## src/rtl/pcpi_div_arbiter.sv

```systemverilog
// Shares one iterative PCPI divide/remainder coprocessor between two PCPI requesters:
// pre-decodes the divide family, grants round-robin, and steers the result to the owner only.
module pcpi_div_arbiter #(
    parameter logic [6:0] DIV_OPCODE = 7'b0110011,
    parameter logic [6:0] DIV_FUNCT7 = 7'b0000001
) (
    input  logic        clk,
    input  logic        resetn,
    input  logic        req0_valid,
    input  logic [31:0] req0_insn,
    input  logic [31:0] req0_rs1,
    input  logic [31:0] req0_rs2,
    output logic        req0_wr,
    output logic [31:0] req0_rd,
    output logic        req0_wait,
    output logic        req0_ready,
    input  logic        req1_valid,
    input  logic [31:0] req1_insn,
    input  logic [31:0] req1_rs1,
    input  logic [31:0] req1_rs2,
    output logic        req1_wr,
    output logic [31:0] req1_rd,
    output logic        req1_wait,
    output logic        req1_ready,
    output logic        cop_valid,
    output logic [31:0] cop_insn,
    output logic [31:0] cop_rs1,
    output logic [31:0] cop_rs2,
    input  logic        cop_wr,
    input  logic [31:0] cop_rd,
    input  logic        cop_wait,
    input  logic        cop_ready
);

    typedef enum logic [1:0] {
        ST_IDLE  = 2'd0,
        ST_ISSUE = 2'd1,
        ST_COOL  = 2'd2
    } state_t;

    state_t      state_q, state_d;
    logic        owner_q, owner_d;
    logic        last_grant_q, last_grant_d;
    logic [1:0]  block_q, block_d;
    logic        cop_valid_q, cop_valid_d;
    logic [31:0] cop_insn_q, cop_insn_d;
    logic [31:0] cop_rs1_q, cop_rs1_d;
    logic [31:0] cop_rs2_q, cop_rs2_d;
    logic [1:0]  wait_q, wait_d;
    logic [1:0]  ready_q, ready_d;
    logic [1:0]  wr_q, wr_d;
    logic [31:0] rd0_q, rd0_d;
    logic [31:0] rd1_q, rd1_d;

    logic [1:0]  valid_s;
    logic [1:0]  hit_s;
    logic [1:0]  elig_s;
    logic        grant_s;
    logic        done_s;
    logic [1:0]  owner_oh_s;
    logic [1:0]  set_block_s;

    // Divider busy carries no information the ready pulse does not already give.
    logic unused_cop_wait_s;
    assign unused_cop_wait_s = cop_wait;

    // Pre-decode, eligibility and round-robin winner selection.
    always_comb begin
        valid_s    = {req1_valid, req0_valid};
        hit_s[0]   = req0_valid & (req0_insn[6:0] == DIV_OPCODE)
                   & (req0_insn[31:25] == DIV_FUNCT7) & req0_insn[14];
        hit_s[1]   = req1_valid & (req1_insn[6:0] == DIV_OPCODE)
                   & (req1_insn[31:25] == DIV_FUNCT7) & req1_insn[14];
        elig_s     = hit_s & ~block_q;
        done_s     = (state_q == ST_ISSUE) & cop_ready;
        owner_oh_s = owner_q ? 2'b10 : 2'b01;
        if (elig_s == 2'b11) begin
            grant_s = ~last_grant_q;
        end else if (elig_s[1]) begin
            grant_s = 1'b1;
        end else begin
            grant_s = 1'b0;
        end
    end

    // Next-state, operand latch and result steering.
    always_comb begin
        state_d      = state_q;
        owner_d      = owner_q;
        last_grant_d = last_grant_q;
        cop_valid_d  = cop_valid_q;
        cop_insn_d   = cop_insn_q;
        cop_rs1_d    = cop_rs1_q;
        cop_rs2_d    = cop_rs2_q;
        ready_d      = 2'b00;
        wr_d         = 2'b00;
        rd0_d        = 32'h0000_0000;
        rd1_d        = 32'h0000_0000;
        set_block_s  = 2'b00;
        case (state_q)
            ST_IDLE: begin
                if (elig_s != 2'b00) begin
                    owner_d      = grant_s;
                    last_grant_d = grant_s;
                    cop_valid_d  = 1'b1;
                    cop_insn_d   = grant_s ? req1_insn : req0_insn;
                    cop_rs1_d    = grant_s ? req1_rs1 : req0_rs1;
                    cop_rs2_d    = grant_s ? req1_rs2 : req0_rs2;
                    state_d      = ST_ISSUE;
                end else begin
                    state_d = ST_IDLE;
                end
            end
            ST_ISSUE: begin
                if (cop_ready) begin
                    cop_valid_d = 1'b0;
                    state_d     = ST_COOL;
                    // An owner that already let go gets nothing; the divider cannot be aborted.
                    if ((valid_s & owner_oh_s) != 2'b00) begin
                        ready_d     = owner_oh_s;
                        wr_d        = cop_wr ? owner_oh_s : 2'b00;
                        set_block_s = owner_oh_s;
                        if (owner_q) begin
                            rd1_d = cop_rd;
                        end else begin
                            rd0_d = cop_rd;
                        end
                    end else begin
                        set_block_s = 2'b00;
                    end
                end else begin
                    state_d = ST_ISSUE;
                end
            end
            ST_COOL: begin
                state_d = ST_IDLE;
            end
            default: begin
                state_d     = ST_IDLE;
                cop_valid_d = 1'b0;
            end
        endcase
        // Block keeps a still-asserted, already-served valid from being granted again.
        block_d = valid_s & (block_q | set_block_s);
        wait_d  = hit_s & ~block_q & ~(done_s ? owner_oh_s : 2'b00);
    end

    // State and registered outputs with synchronous active-low reset.
    always_ff @(posedge clk) begin
        if (!resetn) begin
            state_q      <= ST_IDLE;
            owner_q      <= 1'b0;
            last_grant_q <= 1'b1;
            block_q      <= 2'b00;
            cop_valid_q  <= 1'b0;
            cop_insn_q   <= 32'h0000_0000;
            cop_rs1_q    <= 32'h0000_0000;
            cop_rs2_q    <= 32'h0000_0000;
            wait_q       <= 2'b00;
            ready_q      <= 2'b00;
            wr_q         <= 2'b00;
            rd0_q        <= 32'h0000_0000;
            rd1_q        <= 32'h0000_0000;
        end else begin
            state_q      <= state_d;
            owner_q      <= owner_d;
            last_grant_q <= last_grant_d;
            block_q      <= block_d;
            cop_valid_q  <= cop_valid_d;
            cop_insn_q   <= cop_insn_d;
            cop_rs1_q    <= cop_rs1_d;
            cop_rs2_q    <= cop_rs2_d;
            wait_q       <= wait_d;
            ready_q      <= ready_d;
            wr_q         <= wr_d;
            rd0_q        <= rd0_d;
            rd1_q        <= rd1_d;
        end
    end

    assign cop_valid  = cop_valid_q;
    assign cop_insn   = cop_insn_q;
    assign cop_rs1    = cop_rs1_q;
    assign cop_rs2    = cop_rs2_q;
    assign req0_wait  = wait_q[0];
    assign req1_wait  = wait_q[1];
    assign req0_ready = ready_q[0];
    assign req1_ready = ready_q[1];
    assign req0_wr    = wr_q[0];
    assign req1_wr    = wr_q[1];
    assign req0_rd    = rd0_q;
    assign req1_rd    = rd1_q;

endmodule

```

## config.mk

```make
export PLATFORM = sky130hd
export DESIGN_NAME = pcpi_div_arbiter
export DESIGN_NICKNAME = d
export VERILOG_FILES = /design/src/rtl/pcpi_div_arbiter.sv
export SDC_FILE = /design/constraint.sdc
export NUM_CORES = 1
export LEC_CHECK = 0
export CORE_AREA = 4 4 154 156
export CTS_CLUSTER_SIZE = 8
export DETAILED_ROUTE_END_ITERATION = 10
export DIE_AREA = 0 0 158 160
export PLACE_DENSITY = 0.66
export SLEW_MARGIN = 20
export SYNTH_ARGS = -nofsm -noshare
export SYNTH_HDL_FRONTEND = slang
export SYNTH_SLANG_ARGS = --single-unit
export TNS_END_PERCENT = 100
```

## constraint.sdc

```tcl
create_clock -name clk -period 8.5 [get_ports clk]
set_clock_uncertainty 0.05 [all_clocks]
set_input_delay 2.55 -clock clk [delete_from_list [all_inputs] [get_ports clk]]
set_output_delay 2.55 -clock clk [all_outputs]
set_load 0.02 [all_outputs]
```

==> out/results.ini, run 1 <==
[synthesis]
yosys_warnings=0
syn_inst=592
synthDistinctLibCells=37
synth_area_leader_cell=dfxtp_1
syn_area_per_cell_um2=11.11
synth_top_area_share_pct=52.65
syn_area_mm2=0.006578
ys_ff_latch=173
synth.area.top_cells=dfxtp_1, mux2i_1, a21oi_2
synth_seq_area_share_pct=52.65
syn-num-nets=823

[floorplan]
start_util_pct=29.41
row_count=55
die_h_um=160
fp.dieArea_mm2=0.02528
core_area_mm2=0.02237
fp.dieW_um=158
ios=398

[cts]
clkSinkCount=173
clockBufferDepth=2
cts_buffers=17
cts_root_buf=clkbuf_16
htreeDepth=4
cts_tree=yes
cts_setup_buffers=0
worstSkewPairLatency_ns=0.41
ctsHoldBuffers=0
path_clk_slew_ns=0.08
cts-resized-gates=0

[setup_path]
cp-end-kind=flip-flop
start_kind=input port
cp_data_arrival_time_ns=5.34
cp_max_fo=39
worstPathCellList=clkdlybuf4s50_1 > or3_1 > or4_4 > o311ai_4 > buf_4 > mux2i_1 > a21oi_2
rrSetupSlack_ns=5.82
slowest_stage=or4_4
path_class=in -> reg
cpPeakStageDelay_ns=0.60
crit_required_ns=8.74

[sta]
drv_slew=0
finalCritPeriodShare_pct=59.98
rsz0062_at_grt=false
tightest_slew_ns=0.8744
setup_violations=0
hold_viol_final=0
period_needed_ns=5.098
relSlewSlack_pct=41.71
fmax_ghz=0.1962
fin_ws_ns=3.402
fin_setup_tns_ns=0

[placement]
dpl-instance-area_mm2=0.01065
dp_hpwl_um=16150
dp_slack_ns=2.934
gp_congestion=0.7640
port-buffer-count=396

[power_and_ir_drop]
p_per_area_mw_per_mm2=153.2
seqPwrFrac_pct=47.0
power_frac_comb_pct=8.0
leakage_uw=0.004596
p_sw_uw=414.4
swShare_pct=24.05
ir_drop_uv=97.35
p_clk_share_pct=45.0
p_int_uw=1309

[detailed_routing]
wire_per_inst_um=17.06
vias=5655
drc_errors=0
dr.pass1.iters=4
ant_nets=0
first_iter_violations=164
wirelength_um=21650
avgViaCountPerCell=4.456

[layout]
nets=1202
drive_above_1_share_pct=13.31
design_area_mm2=0.01125
antenna_cells=0
nFillCells=2089
regArea_mm2=0.003463
multi_input_area_mm2=0.002805
synthToLayoutAreaGrowth_pct=71.03

[hold_path]
holdCritPathClass=reg -> reg

[grt]
gr-max-usage-layer=met2
grt_util_met3_pct=5.962
grt_pass1_wl_um=31780
first_global_vias=5757
grt_max_degree=93
grtUsageTotal_pct=16.14
grt_overflow=0
antenna_found_initial=0
grtUsageMet2_pct=29.33
grt_use_met1_pct=17.15

[run]
max_cap_violations=0

[run_status]
status=completed

state kept, by name, summed over array words and instances, names as in the netlist, 2 cells and up:
register	cells
state_q	2
block_q	2
cop_rs2	32
req0_rd	32
ready_q	2
cop_rs1	32
cop_insn	32
wait_q	2
wr_q	2
req1_rd	32
cell families after synthesis:
family | synth area share, %
AOI/OAI and AO/OA | 19.42
DFF | 52.65
and+or+nand+nor | 10.50
muxes | 12.33
buffers and inverters | 5.098
worst paths after layout:
check	from	end	cells past startpoint
max	req0_insn[29]	cop_rs2[21]	7
min	cop_insn[14]	cop_insn[14]	1
max reg2reg	state_q[0]	cop_rs1[2]	6
min reg2reg	cop_insn[14]	cop_insn[14]	1
critical path: cells and delay by family:
| kind | cells | cell delay (ns) |
|---|---|---|
| compound gates | 2 | 0.38 |
| buf+inv | 2 | 0.99 |
| mux | 1 | 0.38 |
| simple gates | 2 | 0.99 |
per-stage QoR:
stage	hold slack, ns	util [%]	power [µW]	instances
final	0.4190	50.30	1723	1269
after global routing	0.4420	50.30	1787	1269
after CTS	0.4241	50.30	1749	1269
after detailed placement	0.4066	47.63	967.7	1237
after global placement	0.3974	47.63	967.1	1237
after floorplan	0.3878	-	853.3	592
layout by cell type, fill, tap and decap left out, types with 2 or more instances in the layout:
master           Yosys  routed
clkdlybuf4s50_1      0     395
dfxtp_1            173     173
o21ai_0             83      83
mux2i_1             81      81
a21oi_2             81      80
and2_1              67      67
clkbuf_16            0      17
and3_1              10      10
nand2_1              8       8
buf_4                1       8
o21a_1               6       6
or3_1                4       4
nor2_1               5       4
clkinv_4             0       4
clkinv_8             0       4
inv_8                0       3
nor4b_1              2       2
nand4_1              2       2
inv_1                2       2
or4_4                2       2
or4_1                2       2
a21oi_1              2       2
inv_6                0       2
cells in the mapped netlist (all sizes together):
master	n
or2	2
nand2	8
or3	4
o32ai	1
nand4bb	1
o32a	1
nand3	1
or4	4
nor2	5
nand4	2
nor4	1
clkbuf	24
and2	67
o311ai	1
nor4b	2
dfxtp	173
a31o	1
o211a	1
inv	2
and3	10
a21oi	83
buf	20
and3b	1
o21ai	83
o211ai	1
a21boi	2
mux2i	81
nor3b	1
nor3	2
o21a	6
nand2b	1
per-layer routing:
| metal | routed length [µm] | share of wire, % | up-vias |
|---|---|---|---|
| li1 | - | - | 2825 |
| met1 | 8251 | 38 | 2557 |
| met2 | 10800 | 50 | 252 |
| met3 | 2204 | 10 | 21 |
| met4 | 392 | 1.8 | 0 |
| met5 | 0 | 0 | - |
cell type report:
type,instances,share of cell area (%)
Tap cell,285,3.170
Clock inverter,15,1.535
Sequential cell,173,30.79
Inverter,2,0.06673
Clock buffer,17,3.782
Timing Repair Buffer,404,35.72
Multi-Input combinational cell,373,24.94
power by group through the flow:
stage / Sequential, µW / Clock (µW) / Combinational, µW
finish: 810 / 776 / 138
global placement: 829 / 0 / 138
detailed placement: 829 / 0 / 139
CTS: 810 / 800 / 140
global route: 810 / 830 / 147
floorplan: 829 / 0 / 24.6
No activity file was read; power rests on OpenSTA's default activity.
==> inputs of run 2 (changes only) <==
--- a/config.mk
+++ b/config.mk
@@ -5,11 +5,11 @@
 export SDC_FILE = /design/constraint.sdc
 export NUM_CORES = 1
 export LEC_CHECK = 0
-export CORE_AREA = 4 4 154 156
+export CORE_AREA = 4 4 151 153
 export CTS_CLUSTER_SIZE = 8
 export DETAILED_ROUTE_END_ITERATION = 10
-export DIE_AREA = 0 0 158 160
-export PLACE_DENSITY = 0.66
+export DIE_AREA = 0 0 155 157
+export PLACE_DENSITY = 0.68
 export SLEW_MARGIN = 20
 export SYNTH_ARGS = -nofsm -noshare
 export SYNTH_HDL_FRONTEND = slang
==> constraint.sdc (replaced) <==
create_clock -name clk -period 5.15 [get_ports clk]
set_clock_uncertainty 0.05 [all_clocks]
set_input_delay 1.545 -clock clk [delete_from_list [all_inputs] [get_ports clk]]
set_output_delay 1.545 -clock clk [all_outputs]
set_load 0.02 [all_outputs]
==> run 2 against run 1 <==
Against the previous run:
- die area down 3.7%
- worst hold slack got worse by 0.0056 ns
- highest routed layer unchanged
- critical endpoint is now cop_rs1[28]
- combinational power grew 65%
- core utilization increased by 2.4 points
==> out/results.ini, run 2 (synthesis gave the netlist of run 1 again) <==
[power_and_ir_drop]
total_power_uw=2823  ; was 1723 µW
p_per_area_mw_per_mm2=248.5  ; was 153.2 mW/mm²
ir_drop_uv=163.9  ; was 97.35 µV
swShare_pct=23.40  ; was 24.05%
seqPwrFrac_pct=47.3  ; was 47.0%
power_frac_comb_pct=8.1  ; was 8.0%
p_int_uw=2163  ; was 1309 µW
leakage_uw=0.004660  ; was 0.004596 µW
p_clk_share_pct=44.6  ; was 45.0%
p_sw_uw=660.6  ; was 414.4 µW

[sta]
fmax_ghz=0.2523
relSlewSlack_pct=49.39  ; was 41.71%
rsz0062_at_grt=false  ; unchanged
hold_ws_ns=0.4134  ; was 0.4190 ns
finalCritPeriodShare_pct=76.95
fin_ws_ns=1.187  ; was 3.402 ns
setup_violations=0  ; unchanged
tightest_slew_ns=0.7574  ; was 0.8744 ns
fin_setup_tns_ns=0  ; unchanged
period_needed_ns=3.963
drv_slew=0  ; unchanged
hold_viol_final=0  ; unchanged

[setup_path]
crit_required_ns=5.41  ; was 8.74 ns
r2r_end=cop_rs2[26]  ; was cop_rs1[2]
rrSetupSlack_ns=2.51  ; was 5.82 ns
path_class=in -> reg  ; unchanged
rr_startpoint=block_q[0]  ; was state_q[0]
cp_data_arrival_time_ns=4.23  ; was 5.34 ns
rr_worst_depth=6  ; unchanged
cp_max_fo=29  ; was 39
crit_path_end=cop_rs1[28]  ; was cop_rs2[21]
cp-end-kind=flip-flop  ; unchanged
startpoint=req0_insn[29]  ; unchanged
start_kind=input port  ; unchanged

[detailed_routing]
avgViaCountPerCell=4.547  ; was 4.456
ant_nets=0  ; unchanged
vias=5784  ; was 5,655
wirelength_um=22280  ; was 21,650 µm
dr.pass1.iters=4  ; unchanged
drc_errors=0  ; unchanged
wire_per_inst_um=17.51  ; was 17.06 µm
first_iter_violations=203  ; was 164

[layout]
synthToLayoutAreaGrowth_pct=72.76  ; was 71.03%
mostFrequentLayoutCells=clkdlybuf4s50_1, dfxtp_1, o21ai_0  ; unchanged
nets=1210  ; was 1,202
layout_commonest_cell=clkdlybuf4s50_1  ; unchanged
drive_above_1_share_pct=14.01  ; was 13.31%
design_area_mm2=0.01136  ; was 0.01125 mm²
antenna_cells=0  ; unchanged

[grt]
grt_max_degree=72  ; was 93
grtUsageTotal_pct=17.55  ; was 16.14%
grt_overflow=0  ; unchanged
first_global_vias=5873  ; was 5,757
grt_pass1_wl_um=32890  ; was 31,780 µm
antenna_found_initial=0  ; unchanged

[hold_path]
holdCritPathClass=reg -> reg  ; unchanged

[placement]
dp_hpwl_um=17110  ; was 16,150 µm
gp_congestion=0.7791  ; was 0.7640
dp_slack_ns=0.6988  ; was 2.934 ns
port-buffer-count=396  ; unchanged
dpl-instance-area_mm2=0.01078  ; was 0.01065 mm²

[floorplan]
fp.dieArea_mm2=0.02434  ; was 0.02528 mm²
row_count=54  ; was 55
core_area_mm2=0.02155  ; was 0.02237 mm²
die_h_um=157  ; was 160 µm
start_util_pct=30.52  ; was 29.41%
fp.dieW_um=155  ; was 158 µm
ios=398  ; unchanged

[cts]
cts_setup_buffers=0  ; unchanged
ctsHoldBuffers=0  ; unchanged
path_clk_slew_ns=0.07  ; was 0.08 ns
htreeDepth=4  ; unchanged
clockBufferDepth=2  ; unchanged
worstSkewPairLatency_ns=0.42  ; was 0.41 ns
clkSinkCount=173  ; unchanged
cts-resized-gates=0  ; unchanged
cts_root_buf=clkbuf_16  ; unchanged
cts_buffers=17  ; unchanged
cts_tree=yes  ; unchanged

[run]
max_cap_violations=0  ; unchanged

[run_status]
status=completed  ; unchanged

[run 2: changes by cell type in the layout (fill, tap and decap cells not counted), sizes merged]
cell,change
buf,+8
clkinv,-2
clkbuf,+1
inv,+1
[run 2: layer usage]
layer / share of wire [%] / track usage, % / up-vias
met2: 50 / 31.23 / 272
met3: 11 / 7.699 / 23
met1: 38 / 18.93 / 2632
met4: 1.7 / 5.130 / 0
met5: 0 / 0 / -
li1: - / - / 2857
[run 2: how the worst min path moves through the flow]
stage,startpoint,cells after the start,to
final,cop_insn[0],1,cop_insn[0]
after global routing,cop_insn[1],1,cop_insn[1]
after CTS,cop_insn[0],1,cop_insn[0]
after detailed placement,cop_insn[0],1,cop_insn[0]
after global placement,cop_insn[1],1,cop_insn[1]
after floorplan,block_q[1],2,block_q[1]
[run 2: critical path, stage by stage]
cell and delay, ns:
clkdlybuf4s50_1 0.41, or3_1 0.40, or4_4 0.61, o311ai_4 0.27, buf_12 0.29, buf_12 0.21
mux2i_1 0.37, a21oi_2 0.09
[run 2: per-stage QoR]
step | utilization (%) | instances
floorplan | - | 592
global placement | 50.02 | 1240
detailed placement | 50.02 | 1240
CTS | 52.72 | 1272
global route | 52.72 | 1272
finish | 52.72 | 1272
[run 2: cell type report]
| type | count | area [µm²] |
|---|---|---|
| well taps | 280 | 350.3 |
| inverters | 2 | 7.507 |
| flip-flops and latches | 173 | 3463 |
| clock inverters | 14 | 143.9 |
| fillers | 2017 | 10190 |
| clock buffers | 18 | 439.2 |
| multi-input cells | 373 | 2805 |
| repair buffers | 412 | 4154 |
[run 2: power groups by stage]
stage	combinational, µW	clock [µW]	sequential (µW)
floorplan	40.6	0	1370
global placement	229	0	1370
detailed placement	231	0	1370
CTS	232	1300	1340
global route	245	1350	1340
finish	228	1260	1340
